===== src/rtl/sopc_pkg.sv =====
`default_nettype none
// ============================================================================
// Module   : sopc_pkg
// Purpose  : Shared definitions for the two-master memory arbiter: FSM state
//            encoding, master identifiers and the wait-state counter width.
// Ports    : none (package)
// Revision : 1.0 - initial release
// ============================================================================
package sopc_pkg;

    // Arbiter transfer phases
    typedef enum logic [1:0] {
        IDLE = 2'd0,
        BUSY = 2'd1,
        DONE = 2'd2
    } state_t;

    // Master identifiers, also used as the grant id
    localparam logic MID_INST = 1'b0;
    localparam logic MID_DATA = 1'b1;

    // Wait-state counter width; WAIT_CYCLES is limited to 0..15
    localparam int CNT_W = 4;

endpackage : sopc_pkg
`default_nettype wire


===== src/rtl/sopc_mem_arbiter_if.sv =====
`default_nettype none
// ============================================================================
// Module   : sopc_mem_arbiter_if
// Purpose  : Bundle of the instruction-fetch port (m0), the data port (m1)
//            and the single memory port (s_*) around the arbiter.
// Ports    : modport slave  - arbiter view (takes requests, drives memory)
//            modport master - environment view (cores and memory macro)
// Revision : 1.0 - initial release
// ============================================================================
interface sopc_mem_arbiter_if #(
    parameter int ADDR_W = 32,
    parameter int DATA_W = 32
);
    // Instruction-fetch port
    logic              m0_req;
    logic [ADDR_W-1:0] m0_addr;
    logic [DATA_W-1:0] m0_rdata;
    logic              m0_ack;

    // Data port
    logic                m1_req;
    logic                m1_we;
    logic [ADDR_W-1:0]   m1_addr;
    logic [DATA_W-1:0]   m1_wdata;
    logic [DATA_W/8-1:0] m1_sel;
    logic [DATA_W-1:0]   m1_rdata;
    logic                m1_ack;

    // Memory port
    logic                s_ce;
    logic                s_we;
    logic [ADDR_W-1:0]   s_addr;
    logic [DATA_W-1:0]   s_wdata;
    logic [DATA_W/8-1:0] s_sel;
    logic [DATA_W-1:0]   s_rdata;

    modport slave (
        input  m0_req, m0_addr,
        input  m1_req, m1_we, m1_addr, m1_wdata, m1_sel,
        input  s_rdata,
        output m0_rdata, m0_ack,
        output m1_rdata, m1_ack,
        output s_ce, s_we, s_addr, s_wdata, s_sel
    );

    modport master (
        output m0_req, m0_addr,
        output m1_req, m1_we, m1_addr, m1_wdata, m1_sel,
        output s_rdata,
        input  m0_rdata, m0_ack,
        input  m1_rdata, m1_ack,
        input  s_ce, s_we, s_addr, s_wdata, s_sel
    );

endinterface : sopc_mem_arbiter_if
`default_nettype wire


===== src/rtl/sopc_grant.sv =====
`default_nettype none
// ============================================================================
// Module   : sopc_grant
// Purpose  : Picks the winning master when a grant is taken and remembers the
//            last granted master for round-robin tie breaking.
// Ports    : clk, rst (async active-low)
//            m0_req, m1_req - pending requests
//            grant_en       - a grant is being taken this cycle
//            winner         - master id that wins (combinational)
// Revision : 1.0 - initial release
// ============================================================================
module sopc_grant
    import sopc_pkg::*;
#(
    parameter int RR_MODE = 0
) (
    input  logic clk,
    input  logic rst,
    input  logic m0_req,
    input  logic m1_req,
    input  logic grant_en,
    output logic winner
);

    logic r_last_grant;
    logic w_tie_pick;

    // Fixed priority always hands ties to the data port; round-robin hands
    // them to whichever master did not get the previous grant.
    assign w_tie_pick = (RR_MODE != 0) ? ~r_last_grant : MID_DATA;

    always_comb begin
        winner = MID_INST;
        if (m0_req && m1_req) begin
            winner = w_tie_pick;
        end else if (m1_req) begin
            winner = MID_DATA;
        end
    end

    always_ff @(posedge clk or negedge rst) begin
        if (!rst) begin
            r_last_grant <= MID_INST;
        end else if (grant_en) begin
            r_last_grant <= winner;
        end
    end

endmodule : sopc_grant
`default_nettype wire


===== src/rtl/sopc_mem_arbiter.sv =====
`default_nettype none
// ============================================================================
// Module   : sopc_mem_arbiter
// Purpose  : Two-master arbiter sharing one memory macro between the core's
//            instruction-fetch port (read-only) and its data port, with
//            configurable wait states and a req/ack handshake.
// Ports    : clk  - rising-edge clock
//            rst  - asynchronous active-low reset
//            bus  - sopc_mem_arbiter_if.slave (m0, m1 and memory port)
// Revision : 1.0 - initial release
// ============================================================================
module sopc_mem_arbiter
    import sopc_pkg::*;
#(
    parameter int ADDR_W      = 32,
    parameter int DATA_W      = 32,
    parameter int WAIT_CYCLES = 1,
    parameter int RR_MODE     = 0
) (
    input  logic                clk,
    input  logic                rst,
    sopc_mem_arbiter_if.slave   bus
);

    localparam int               SEL_W    = DATA_W / 8;
    localparam logic [CNT_W-1:0] CNT_LOAD = CNT_W'(WAIT_CYCLES);

    state_t              r_state;
    logic [CNT_W-1:0]    r_cnt;
    logic                r_gnt;
    logic                r_we_lat;
    logic                r_s_ce;
    logic                r_s_we;
    logic [ADDR_W-1:0]   r_s_addr;
    logic [DATA_W-1:0]   r_s_wdata;
    logic [SEL_W-1:0]    r_s_sel;
    logic [DATA_W-1:0]   r_m0_rdata;
    logic [DATA_W-1:0]   r_m1_rdata;
    logic                r_m0_ack;
    logic                r_m1_ack;

    logic                w_any_req;
    logic                w_grant_en;
    logic                w_winner;

    assign w_any_req  = bus.m0_req | bus.m1_req;
    assign w_grant_en = (r_state == IDLE) && w_any_req;

    sopc_grant #(
        .RR_MODE (RR_MODE)
    ) u_grant (
        .clk      (clk),
        .rst      (rst),
        .m0_req   (bus.m0_req),
        .m1_req   (bus.m1_req),
        .grant_en (w_grant_en),
        .winner   (w_winner)
    );

    always_ff @(posedge clk or negedge rst) begin
        if (!rst) begin
            r_state    <= IDLE;
            r_cnt      <= '0;
            r_gnt      <= MID_INST;
            r_we_lat   <= 1'b0;
            r_s_ce     <= 1'b0;
            r_s_we     <= 1'b0;
            r_s_addr   <= '0;
            r_s_wdata  <= '0;
            r_s_sel    <= '0;
            r_m0_rdata <= '0;
            r_m1_rdata <= '0;
            r_m0_ack   <= 1'b0;
            r_m1_ack   <= 1'b0;
        end else begin
            // Strobes default low so each one lasts a single cycle
            r_s_we   <= 1'b0;
            r_m0_ack <= 1'b0;
            r_m1_ack <= 1'b0;
            case (r_state)
                IDLE: begin
                    if (w_any_req) begin
                        r_state <= BUSY;
                        r_cnt   <= CNT_LOAD;
                        r_gnt   <= w_winner;
                        r_s_ce  <= 1'b1;
                        if (w_winner == MID_DATA) begin
                            r_s_addr  <= bus.m1_addr;
                            r_s_wdata <= bus.m1_wdata;
                            r_s_sel   <= bus.m1_sel;
                            r_we_lat  <= bus.m1_we;
                            // With no wait states the first BUSY cycle is
                            // already the strobe cycle.
                            r_s_we    <= bus.m1_we && (WAIT_CYCLES == 0);
                        end else begin
                            // Fetch port is read-only: full word, no strobe
                            r_s_addr  <= bus.m0_addr;
                            r_s_wdata <= '0;
                            r_s_sel   <= '1;
                            r_we_lat  <= 1'b0;
                        end
                    end
                end
                BUSY: begin
                    if (r_cnt == '0) begin
                        r_state <= DONE;
                        r_s_ce  <= 1'b0;
                        if (r_gnt == MID_DATA) begin
                            r_m1_rdata <= bus.s_rdata;
                            r_m1_ack   <= 1'b1;
                        end else begin
                            r_m0_rdata <= bus.s_rdata;
                            r_m0_ack   <= 1'b1;
                        end
                    end else begin
                        r_cnt <= r_cnt - 1'b1;
                        // Raise the strobe for the upcoming cnt==0 cycle
                        if (r_cnt == CNT_W'(1)) begin
                            r_s_we <= r_we_lat;
                        end
                    end
                end
                DONE: begin
                    r_state <= IDLE;
                end
                default: begin
                    r_state <= IDLE;
                end
            endcase
        end
    end

    assign bus.s_ce     = r_s_ce;
    assign bus.s_we     = r_s_we;
    assign bus.s_addr   = r_s_addr;
    assign bus.s_wdata  = r_s_wdata;
    assign bus.s_sel    = r_s_sel;
    assign bus.m0_rdata = r_m0_rdata;
    assign bus.m0_ack   = r_m0_ack;
    assign bus.m1_rdata = r_m1_rdata;
    assign bus.m1_ack   = r_m1_ack;

endmodule : sopc_mem_arbiter
`default_nettype wire


===== src/flat_wrapper.sv =====
// flat-port wrapper written by rule: the top's interface ports become plain ports
module sopc_mem_arbiter_flat import sopc_pkg::*;
#(
    parameter int ADDR_W      = 32,
    parameter int DATA_W      = 32,
    parameter int WAIT_CYCLES = 1,
    parameter int RR_MODE     = 0
)
  (clk, rst, bus_m0_req, bus_m0_addr, bus_m1_req, bus_m1_we, bus_m1_addr, bus_m1_wdata, bus_m1_sel, bus_s_rdata, bus_m0_rdata, bus_m0_ack, bus_m1_rdata, bus_m1_ack, bus_s_ce, bus_s_we, bus_s_addr, bus_s_wdata, bus_s_sel);
  sopc_mem_arbiter_if #(.ADDR_W(ADDR_W), .DATA_W(DATA_W)) bus_i ();
  input  logic clk;
  input  logic rst;
  input wire logic [$bits(bus_i.m0_req)-1:0] bus_m0_req;
  input wire logic [$bits(bus_i.m0_addr)-1:0] bus_m0_addr;
  input wire logic [$bits(bus_i.m1_req)-1:0] bus_m1_req;
  input wire logic [$bits(bus_i.m1_we)-1:0] bus_m1_we;
  input wire logic [$bits(bus_i.m1_addr)-1:0] bus_m1_addr;
  input wire logic [$bits(bus_i.m1_wdata)-1:0] bus_m1_wdata;
  input wire logic [$bits(bus_i.m1_sel)-1:0] bus_m1_sel;
  input wire logic [$bits(bus_i.s_rdata)-1:0] bus_s_rdata;
  output wire logic [$bits(bus_i.m0_rdata)-1:0] bus_m0_rdata;
  output wire logic [$bits(bus_i.m0_ack)-1:0] bus_m0_ack;
  output wire logic [$bits(bus_i.m1_rdata)-1:0] bus_m1_rdata;
  output wire logic [$bits(bus_i.m1_ack)-1:0] bus_m1_ack;
  output wire logic [$bits(bus_i.s_ce)-1:0] bus_s_ce;
  output wire logic [$bits(bus_i.s_we)-1:0] bus_s_we;
  output wire logic [$bits(bus_i.s_addr)-1:0] bus_s_addr;
  output wire logic [$bits(bus_i.s_wdata)-1:0] bus_s_wdata;
  output wire logic [$bits(bus_i.s_sel)-1:0] bus_s_sel;
  assign bus_i.m0_req = bus_m0_req;
  assign bus_i.m0_addr = bus_m0_addr;
  assign bus_i.m1_req = bus_m1_req;
  assign bus_i.m1_we = bus_m1_we;
  assign bus_i.m1_addr = bus_m1_addr;
  assign bus_i.m1_wdata = bus_m1_wdata;
  assign bus_i.m1_sel = bus_m1_sel;
  assign bus_i.s_rdata = bus_s_rdata;
  assign bus_m0_rdata = bus_i.m0_rdata;
  assign bus_m0_ack = bus_i.m0_ack;
  assign bus_m1_rdata = bus_i.m1_rdata;
  assign bus_m1_ack = bus_i.m1_ack;
  assign bus_s_ce = bus_i.s_ce;
  assign bus_s_we = bus_i.s_we;
  assign bus_s_addr = bus_i.s_addr;
  assign bus_s_wdata = bus_i.s_wdata;
  assign bus_s_sel = bus_i.s_sel;
  sopc_mem_arbiter #(.ADDR_W(ADDR_W), .DATA_W(DATA_W), .WAIT_CYCLES(WAIT_CYCLES), .RR_MODE(RR_MODE)) u_core (.clk(clk), .rst(rst), .bus(bus_i));
endmodule

===== config.mk =====
export PLATFORM = sky130hd
export DESIGN_NAME = sopc_mem_arbiter_flat
export DESIGN_NICKNAME = d
export VERILOG_FILES = /design/src/rtl/sopc_pkg.sv /design/src/rtl/sopc_mem_arbiter_if.sv /design/src/rtl/sopc_grant.sv /design/src/rtl/sopc_mem_arbiter.sv /design/src/flat_wrapper.sv
export SDC_FILE = /design/constraint.sdc
export NUM_CORES = 1
export LEC_CHECK = 0
export ABC_AREA = 1
export BUFFER_PORTS_ARGS = -buffer_cell sky130_fd_sc_hd__buf_4
export CELL_PAD_IN_SITES_DETAIL_PLACEMENT = 1
export CELL_PAD_IN_SITES_GLOBAL_PLACEMENT = 2
export CORE_MARGIN = 5
export CORE_UTILIZATION = 30
export CTS_BUF_LIST = sky130_fd_sc_hd__clkbuf_4
export CTS_CLUSTER_DIAMETER = 80
export DETAILED_ROUTE_END_ITERATION = 7
export PLACE_DENSITY = 0.95
export SYNTH_ARGS = -nofsm -noshare
export SYNTH_HDL_FRONTEND = slang
export SYNTH_SLANG_ARGS = --single-unit

===== constraint.sdc =====
create_clock -name clk -period 4.5 [get_ports clk]
set_input_delay 0 -clock clk [delete_from_list [all_inputs] [get_ports clk]]
set_output_delay 0 -clock clk [all_outputs]
set_load 0.03 [all_outputs]

# Word level (Yosys, flattened, before mapping)
# Cells that the tools add are included.
[classes]
n_reduce_logical = 10
n_bitwise = 2
mux = 24
eq_ne = 5
addsub = 1
[op_table]
columns = ["op", "n"]
rows = [
  ["two-way mux 32 bit", 2],
  ["two-way mux 1 bit", 14],
  ["two-way mux 4 bit", 3],
  ["AND reduction 3 bit", 4],
  ["case mux 4 bit (2 select lines)", 1],
  ["== test 4 x 1 -> 1 bit (second input constant)", 1],
  ["zero test 4 bit", 1],
  ["two-way mux 2 bit", 2],
  ["!= test 2 x 1 -> 1 bit (second input constant)", 2],
  ["case mux 2 bit (2 select lines)", 1],
  ["AND reduction 2 bit", 2],
  ["subtractor 4 x 1 -> 4 bit (second input constant)", 1],
  ["== test 2 x 1 -> 1 bit (second input constant)", 1],
  ["zero test 2 bit", 1],
  ["!= test 2 bit (second input constant)", 1],
  ["case mux 1 bit (2 select lines)", 1],
  ["nonzero test 2 bit", 1],
  ["logical AND 1 bit", 1],
  ["NOT 1 bit", 1],
  ["OR 1 bit", 1],
]
[word_totals]
word_cells = 55
register_bits = 144
output_inout_bits = 136
input_bits = 137

# Longest topological paths before layout
# Gate-level depths: netlist of run 1.
[depth]
word_depth = 4
ltp_mapped = 9
depth_no_buf = 7

# Cells and area by module
# A second synthesis of run 1 with hierarchy kept.
[hier_totals]
hier_cells = 625
area_unflattened_um2 = 5898.2
[by_module_without_submodules]
columns = ["module", "area_per_inst_um2", "n_inst", "cells_per_inst", "seq_area_each_um2"]
rows = [
  ["sopc_mem_arbiter", 5894.4, 1, 624, 3603.5],
  ["sopc_grant", 3.8, 1, 1, 0.0],
]

# Worst setup path after synthesis of run 1
# No wires, ideal clock.
[synth_path]
path_kind = "register to register"
startpoint = "reg u_core.r_cnt[0]"
endpoint = "reg u_core.r_m0_rdata[12] (netlist: u_core.bus.m0_rdata[12])"
t_arrival_ns = 1.312
setup_time_ns = 0.119
required_time_ns = 4.381
synth_period_minus_slack_ns = 1.431
n_path_buf = 2
path_stages_with_launch = 10
setup_slack_ns = 3.069
cell_sequence = "dfrtp_1 -> inv_1 -> ha_1 -> nand2_2 -> nor2_4 -> nand2_2 -> buf_6 -> buf_6 -> nand2_1 -> o21ai_2"
[synth_between]
elab_chain_cells = 2
[synth_rtl]
columns = ["element", "line", "text"]
rows = [
  ["start, declared", "sopc_mem_arbiter.sv:29", "logic [CNT_W-1:0] r_cnt;"],
  ["start signal, assigned", "sopc_mem_arbiter.sv:116", "r_cnt <= r_cnt - 1'b1;"],
  ["zero test 4 bit", "sopc_mem_arbiter.sv:105", "if (r_cnt == '0) begin"],
  ["AND reduction 3 bit (no line)", "--", ""],
  ["end signal, assigned", "sopc_mem_arbiter.sv:112", "r_m0_rdata <= bus.s_rdata;"],
  ["end, declared", "sopc_mem_arbiter.sv:37", "logic [DATA_W-1:0] r_m0_rdata;"],
]
# Every way passes these cells.
# A chain may end at the register's enable or synchronous reset.

# Worst setup path after layout of run 1
[layout_path]
startpoint = "reg u_core.r_state[1]"
endpoint = "reg u_core.r_s_addr[26] (netlist: u_core.bus.s_addr[26])"
[layout_between]
elab_chain_cells = 2
[layout_rtl]
columns = ["element", "line", "text"]
rows = [
  ["start, declared", "sopc_mem_arbiter.sv:28", "state_t r_state;"],
  ["start signal, assigned", "sopc_mem_arbiter.sv:62", "r_state <= IDLE;"],
  ["start signal, assigned", "sopc_mem_arbiter.sv:83", "r_state <= BUSY;"],
  ["start signal, assigned", "sopc_mem_arbiter.sv:106", "r_state <= DONE;"],
  ["zero test 2 bit", "--", ""],
  ["AND reduction 2 bit (no line)", "--", ""],
  ["end signal, assigned", "sopc_mem_arbiter.sv:88", "r_s_addr <= bus.m1_addr;"],
  ["end signal, assigned", "sopc_mem_arbiter.sv:97", "r_s_addr <= bus.m0_addr;"],
  ["end, declared", "sopc_mem_arbiter.sv:34", "logic [ADDR_W-1:0] r_s_addr;"],
]
# Every way passes these cells.

==> flow_summary.ini, run 1 <==
[power]
vdd_drop_max_mv = 0.323
combPwrFrac_pct = 56.7
p_sw_share_pct = 47.1
p_seq_share_pct = 32.0
power_switching_mw = 3.41
p_clk_share_pct = 11.3
power_leakage_nw = 4.85
p_int_mw = 3.83
p_per_area_nw_per_um2 = 737

[layout]
nNetsFinal = 1105
layout-drive-gt1-share_pct = 37.9
fin_util_pct = 50.8
syn_to_final_growth_pct = 67.5
fillers = 2169

[grt]
overflow = 0
antenna_found_initial = 2
grt_pass1_wl_um = 36400
grt_pass1_vias = 6664
grt_start_max_net_pins = 104
grt_use_total_pct = 21.0

[route]
post-route-drc-count = 0
routed_via_density = 4.59
drtIter0Drc = 144
vias = 5720
drt_first_pass_iters = 4
ant_nets = 0
wl_per_cell_um = 18.7
routed_wl_um = 23300

[setup_path]
crit_type = reg -> reg
cp.buffers_inverters = 3
crit_fanout = 39
max_stage_delay_ps = 600
crit_path_cell_trace = inv_1, nand2_1, nor2_4, buf_4, nor2_1, a31oi_1, dlygate4sd3_1
crit_required_ps = 5010
end_kind = flop
critPathArrivalTime_ps = 3160
cp_top_family = buffers and inverters
slowest_stage = dlygate4sd3_1
start_kind = flop

[placed_design]
port_buffers = 272
hpwl_um = 14000
routabilityCongestion = 0.732

[floorplanning]
ios = 273
core_um2 = 19300
start_util_pct = 30.3
dieArea_um2 = 22400
die_w_um = 150
rows = 51
fp.dieH_um = 150

[clocking]
numCtsBuffers = 17
cts-root-buf = clkbuf_4
cts_max_level = 4
path_clk_slew_ps = 150
cts_resized = 0
cts_sinks = 144
ctsLongestPathBuffers = 2
cts_tree = done
clk_latency_ps = 560

[logic_synthesis]
netlist_area_um2 = 5870
synth_nets = 692
synth_top_area_share_pct = 61.4
synth_seq_area_share_pct = 61.4
synth_warnings = 0
yosys-top-cells-area = dfrtp_1, nand2_1, o21ai_2
yosys.area.top_type = dfrtp_1
postSynthAreaPerCell_um2 = 10.6
ys_types = 22
synth_cells = 552
ys_ff_latch = 144

[sta]
setup_viol = 0
finalCriticalPeriod_ps = 2650
fin_worst_skew_ps = 21.9
worst_pin_slew_ps = 1120
tns_ps = 0
fmax_mhz = 378
rsz0062_at_grt = false
slew_headroom_pct = 25.4
drv_slew = 0
final-hold-violation-count = 0
finalCritPeriodShare_pct = 58.8

[hold_path]
hold_path.class = in -> async

[job]
max_cap_violations = 0

[status]
status = complete, no violations
-- metal layers --
metal / GRT usage, % / routed length (um) / vias up / part of all wire, %
met3: 8.06 / 2050 / 41 / 8.8
met2: 36.2 / 11600 / 243 / 50
met5: 0 / 0 / - / 0
li1: - / - / 2653 / -
met1: 23.4 / 8980 / 2783 / 39
met4: 8.10 / 680 / 0 / 2.9
-- registers in the layout, summed over array words and instances (netlist names) --
signal and count:
u_core.r_gnt 1, u_core.r_cnt 4, u_core.r_state 2, u_core.bus.s_we 1, u_core.bus.m1_ack 1, u_core.bus.s_addr 32
u_core.bus.m1_rdata 32, u_core.r_we_lat 1, u_core.bus.m0_rdata 32, u_core.bus.m0_ack 1, u_core.bus.s_sel 4, u_core.bus.s_ce 1
u_core.bus.s_wdata 32
-- power by group through the flow --
| stage | Sequential [mW] | Clock, mW | Combinational (mW) |
|---|---|---|---|
| final | 2.32 | 0.816 | 4.11 |
| after global routing | 2.39 | 0.907 | 4.38 |
| after CTS | 2.30 | 0.850 | 4.06 |
| after detailed placement | 2.32 | 0 | 3.71 |
| after global placement | 2.28 | 0 | 3.60 |
| after floorplan | 3.39 | 0 | 1.20 |
-- cell type report --
cell class                 instances  area, um2  share of cell area (%)
clock inverter                    15        136                    1.39
inverter                          43        161                    1.64
sequential                       144       3600                    36.7
clock buffer                      17        128                    1.30
antenna                            2       5.00                  0.0509
multi-input combinational        331       1870                    19.0
tap                              265        332                    3.37
timing repair buffer             428       3590                    36.6
-- worst reg2reg max path: stages, from the launching register on --
cell,delay [ps]
dfrtp_1,440
inv_1,80
nand2_1,110
nor2_4,590
buf_4,490
nor2_1,90
a31oi_1,210
dlygate4sd3_1,600
-- Yosys cell counts --
master    instances
nor2_2            2
inv_2             2
buf_6            12
nand2_1         127
buf_2            12
buf_4             2
nor2_4            2
o22a_1            4
clkbuf_1          8
o21ai_0           6
a31oi_1          32
o21ai_1          18
nand3_1           3
nand2_2          12
dfrtp_1         144
a22o_1           33
nor2_1           40
ha_1              3
xor2_1            1
nand4_1           1
o21ai_2          47
inv_1            41
-- per-stage QoR --
stage | std cells | cell area, um2 | power (mW) | worst slack (ps) | hold slack [ps]
6_report | 1245 | 9830 | 7.24 | 1850 | 122
3_5_place_dp | 1060 | 8050 | 6.02 | 2140 | 187
5_1_grt | 1245 | 9830 | 7.68 | 1620 | 127
4_1_cts | 1243 | 9820 | 7.21 | 1910 | 110
2_1_floorplan | 552 | 5870 | 4.60 | 3070 | -296
3_3_place_gp | 1060 | 8050 | 5.88 | 2240 | 191
-- final timing paths --
check,to,cells after the start,slack (ps),start
max,u_core.bus.s_addr[26]$_DFFE_PN0P_,7,1850,u_core.r_state[1]$_DFFE_PN0P_
min,u_core.bus.m0_rdata[14]$_DFFE_PN0P_,2,120,rst
max reg2reg,u_core.bus.s_addr[26]$_DFFE_PN0P_,7,1850,u_core.r_state[1]$_DFFE_PN0P_
min reg2reg,u_core.bus.m0_rdata[2]$_DFFE_PN0P_,2,490,u_core.bus.m0_rdata[2]$_DFFE_PN0P_
max in group asynchronous,u_core.bus.m0_rdata[28]$_DFFE_PN0P_,3,3240,rst
min in group clk,u_core.bus.s_wdata[23]$_DFFE_PN0P_,3,190,bus_m1_wdata[23]
-- repair_timing --
action	4_1_cts	5_1_grt
hold buffers	151	0
hold endpoints to repair	237	0
setup buffers	0	0
-- layout by cell type (no fill, tap or decap), types with 2 or more instances in the layout --
cell,instances
nand2_2,12
nor2_4,3
buf_4,276
diode_2,2
o21ai_0,6
nand3_1,3
ha_1,3
dfrtp_1,144
nor2_1,40
clkinv_4,3
o21ai_1,18
clkbuf_4,17
nand2_1,127
inv_2,2
o21ai_2,47
o22a_1,4
clkinv_1,3
dlygate4sd3_1,151
inv_6,4
clkinvlp_4,3
inv_1,41
a22o_1,33
a31oi_1,32
-- cells by family (layout without fill, tap and decap cells) --
kind of cell               count (synthesis)  in the layout  synth area share, %
AOI/OAI and AO/OA                        140            140                 18.0
xor gates and xnor gates                   1              1                0.149
adders and majority gates                  3              3                0.640
buffers and inverters                     77            503                 6.85
DFF                                      144            144                 61.4
other                                      0              2                    0
and+or+nand+nor                          187            187                 12.9
(Power assumes the default switching activity.)
==> run 2, diff against run 1 <==
- CORE_UTILIZATION: 30 -> 28
- PLACE_DENSITY: 0.95 -> 0.9
- clock period: 4.5 -> 2.5 ns (I/O delays scaled with it)
==> flow_summary.ini, run 2 (synthesized netlist as in run 1, its figures left out) <==
[route]
routed_wl_um = 22100
ant_nets = 0
drt_first_pass_iters = 4
vias = 5641
routed_via_density = 4.52
wl_per_cell_um = 17.7
post-route-drc-count = 0
drtIter0Drc = 205

[sta]
drv_slew = 0
final-hold-violation-count = 0
finalCritPeriodShare_pct = 77.9
fmax_mhz = 514
fin_worst_skew_ps = 20.6
rsz0062_at_grt = false
slew_headroom_pct = 66.7
worst_pin_slew_ps = 498
setup_ws_ps = 553
setup_viol = 0
finalCriticalPeriod_ps = 1950
tns_ps = 0

[layout]
final_cell_mix = buf_4, dfrtp_1, dlygate4sd3_1
layout-drive-gt1-share_pct = 39.0
fin_util_pct = 47.3
postLayoutCellArea_um2 = 9840
syn_to_final_growth_pct = 67.8
final_common_cell = buf_4
nNetsFinal = 1098

[status]
status = complete, no violations

[clocking]
cts-root-buf = clkbuf_4
ctsLongestPathBuffers = 2
cts_max_level = 4
cts_sinks = 144
cts_tree = done
clk_latency_ps = 520
cts_resized = 0
numCtsBuffers = 17
path_clk_slew_ps = 150

[floorplanning]
die_w_um = 155
ios = 273
fp.dieH_um = 155
core_um2 = 20800
dieArea_um2 = 23900
rows = 53
start_util_pct = 28.2

[power]
vdd_drop_max_mv = 0.522
power_leakage_nw = 4.88
p_per_area_nw_per_um2 = 1330
finalPower_mw = 13.1

[placed_design]
routabilityCongestion = 0.787
hpwl_um = 13800
port_buffers = 272
postPlaceCellArea_um2 = 8140
post-place-ws_ps = 622

[setup_path]
crit_fanout = 67
crit_required_ps = 2940
critPathArrivalTime_ps = 2390
r2r_slack_ps = 550
cp-startpoint = u_core.r_state[1]$_DFFE_PN0P_
start_kind = flop
end_kind = flop
crit_type = reg -> reg
rr_startpoint = u_core.r_state[1]$_DFFE_PN0P_

[grt]
grt_use_total_pct = 18.4
grt_pass1_wl_um = 34800
overflow = 0
grt_pass1_vias = 6260
grt_start_max_net_pins = 68
antenna_found_initial = 1

[hold_path]
hold_path.class = in -> reg
hp-start = bus_m1_wdata[3]

[job]
max_cap_violations = 0
==> run 2: layout make-up <==
cell class	count	area (um2)
diodes	1	2.50
clock buffers	18	135
clock inverters	14	155
fillers	2342	11000
inverters	43	161
multi-input cells	331	1870
flip-flops and latches	144	3600
well taps	275	344
repair buffers	421	3570
==> run 2: metal layers <==
layer | wire (um) | GRT usage [%] | up-vias | share of wire, %
met2 | 10900 | 30.8 | 209 | 50
met1 | 9180 | 23.0 | 2773 | 42
met4 | 252 | 4.33 | 0 | 1.1
met5 | 0 | 0 | - | 0
met3 | 1710 | 6.13 | 15 | 7.7
li1 | - | - | 2644 | -
==> run 2: final timing paths <==
kind / cells past startpoint / endpoint
worst max-delay path: 7 / u_core.bus.s_addr[19]$_DFFE_PN0P_
worst min-delay path: 3 / u_core.bus.s_wdata[3]$_DFFE_PN0P_
worst max register to register: 7 / u_core.bus.s_addr[19]$_DFFE_PN0P_
worst min register to register: 2 / u_core.bus.m0_rdata[16]$_DFFE_PN0P_
max in group asynchronous: 4 / u_core.bus.s_addr[18]$_DFFE_PN0P_
min in group asynchronous: 3 / u_core.r_cnt[3]$_DFFE_PN0P_
==> run 2: repair_timing <==
action	in CTS	in global routing
setup buffers	0	0
setup endpoints to repair	0	0
hold endpoints to repair	284	0
hold buffers	140	0
==> run 2: stage by stage <==
step / hold WS (ps) / cells
detailed placement: 44.5 / 1074
floorplan: -296 / 552
global placement: 39.0 / 1074
finish: 227 / 1247
global route: 161 / 1247
CTS: 138 / 1246
==> run 2: worst max-delay path, cell delays in order, from the launching register on <==
cell	delay (ps)
dfrtp_1	450
inv_1	80
nand2_1	90
nor2_4	140
buf_12	260
nor2_1	80
a31oi_1	150
dlygate4sd3_1	570
==> run 2: where the power goes <==
part	total (mW)	internal [mW]	leakage, nW	switching, mW
clock network	1.54	0.619	0.147	0.924
logic	7.40	3.01	3.00	4.39
registers	4.14	3.43	1.74	0.709
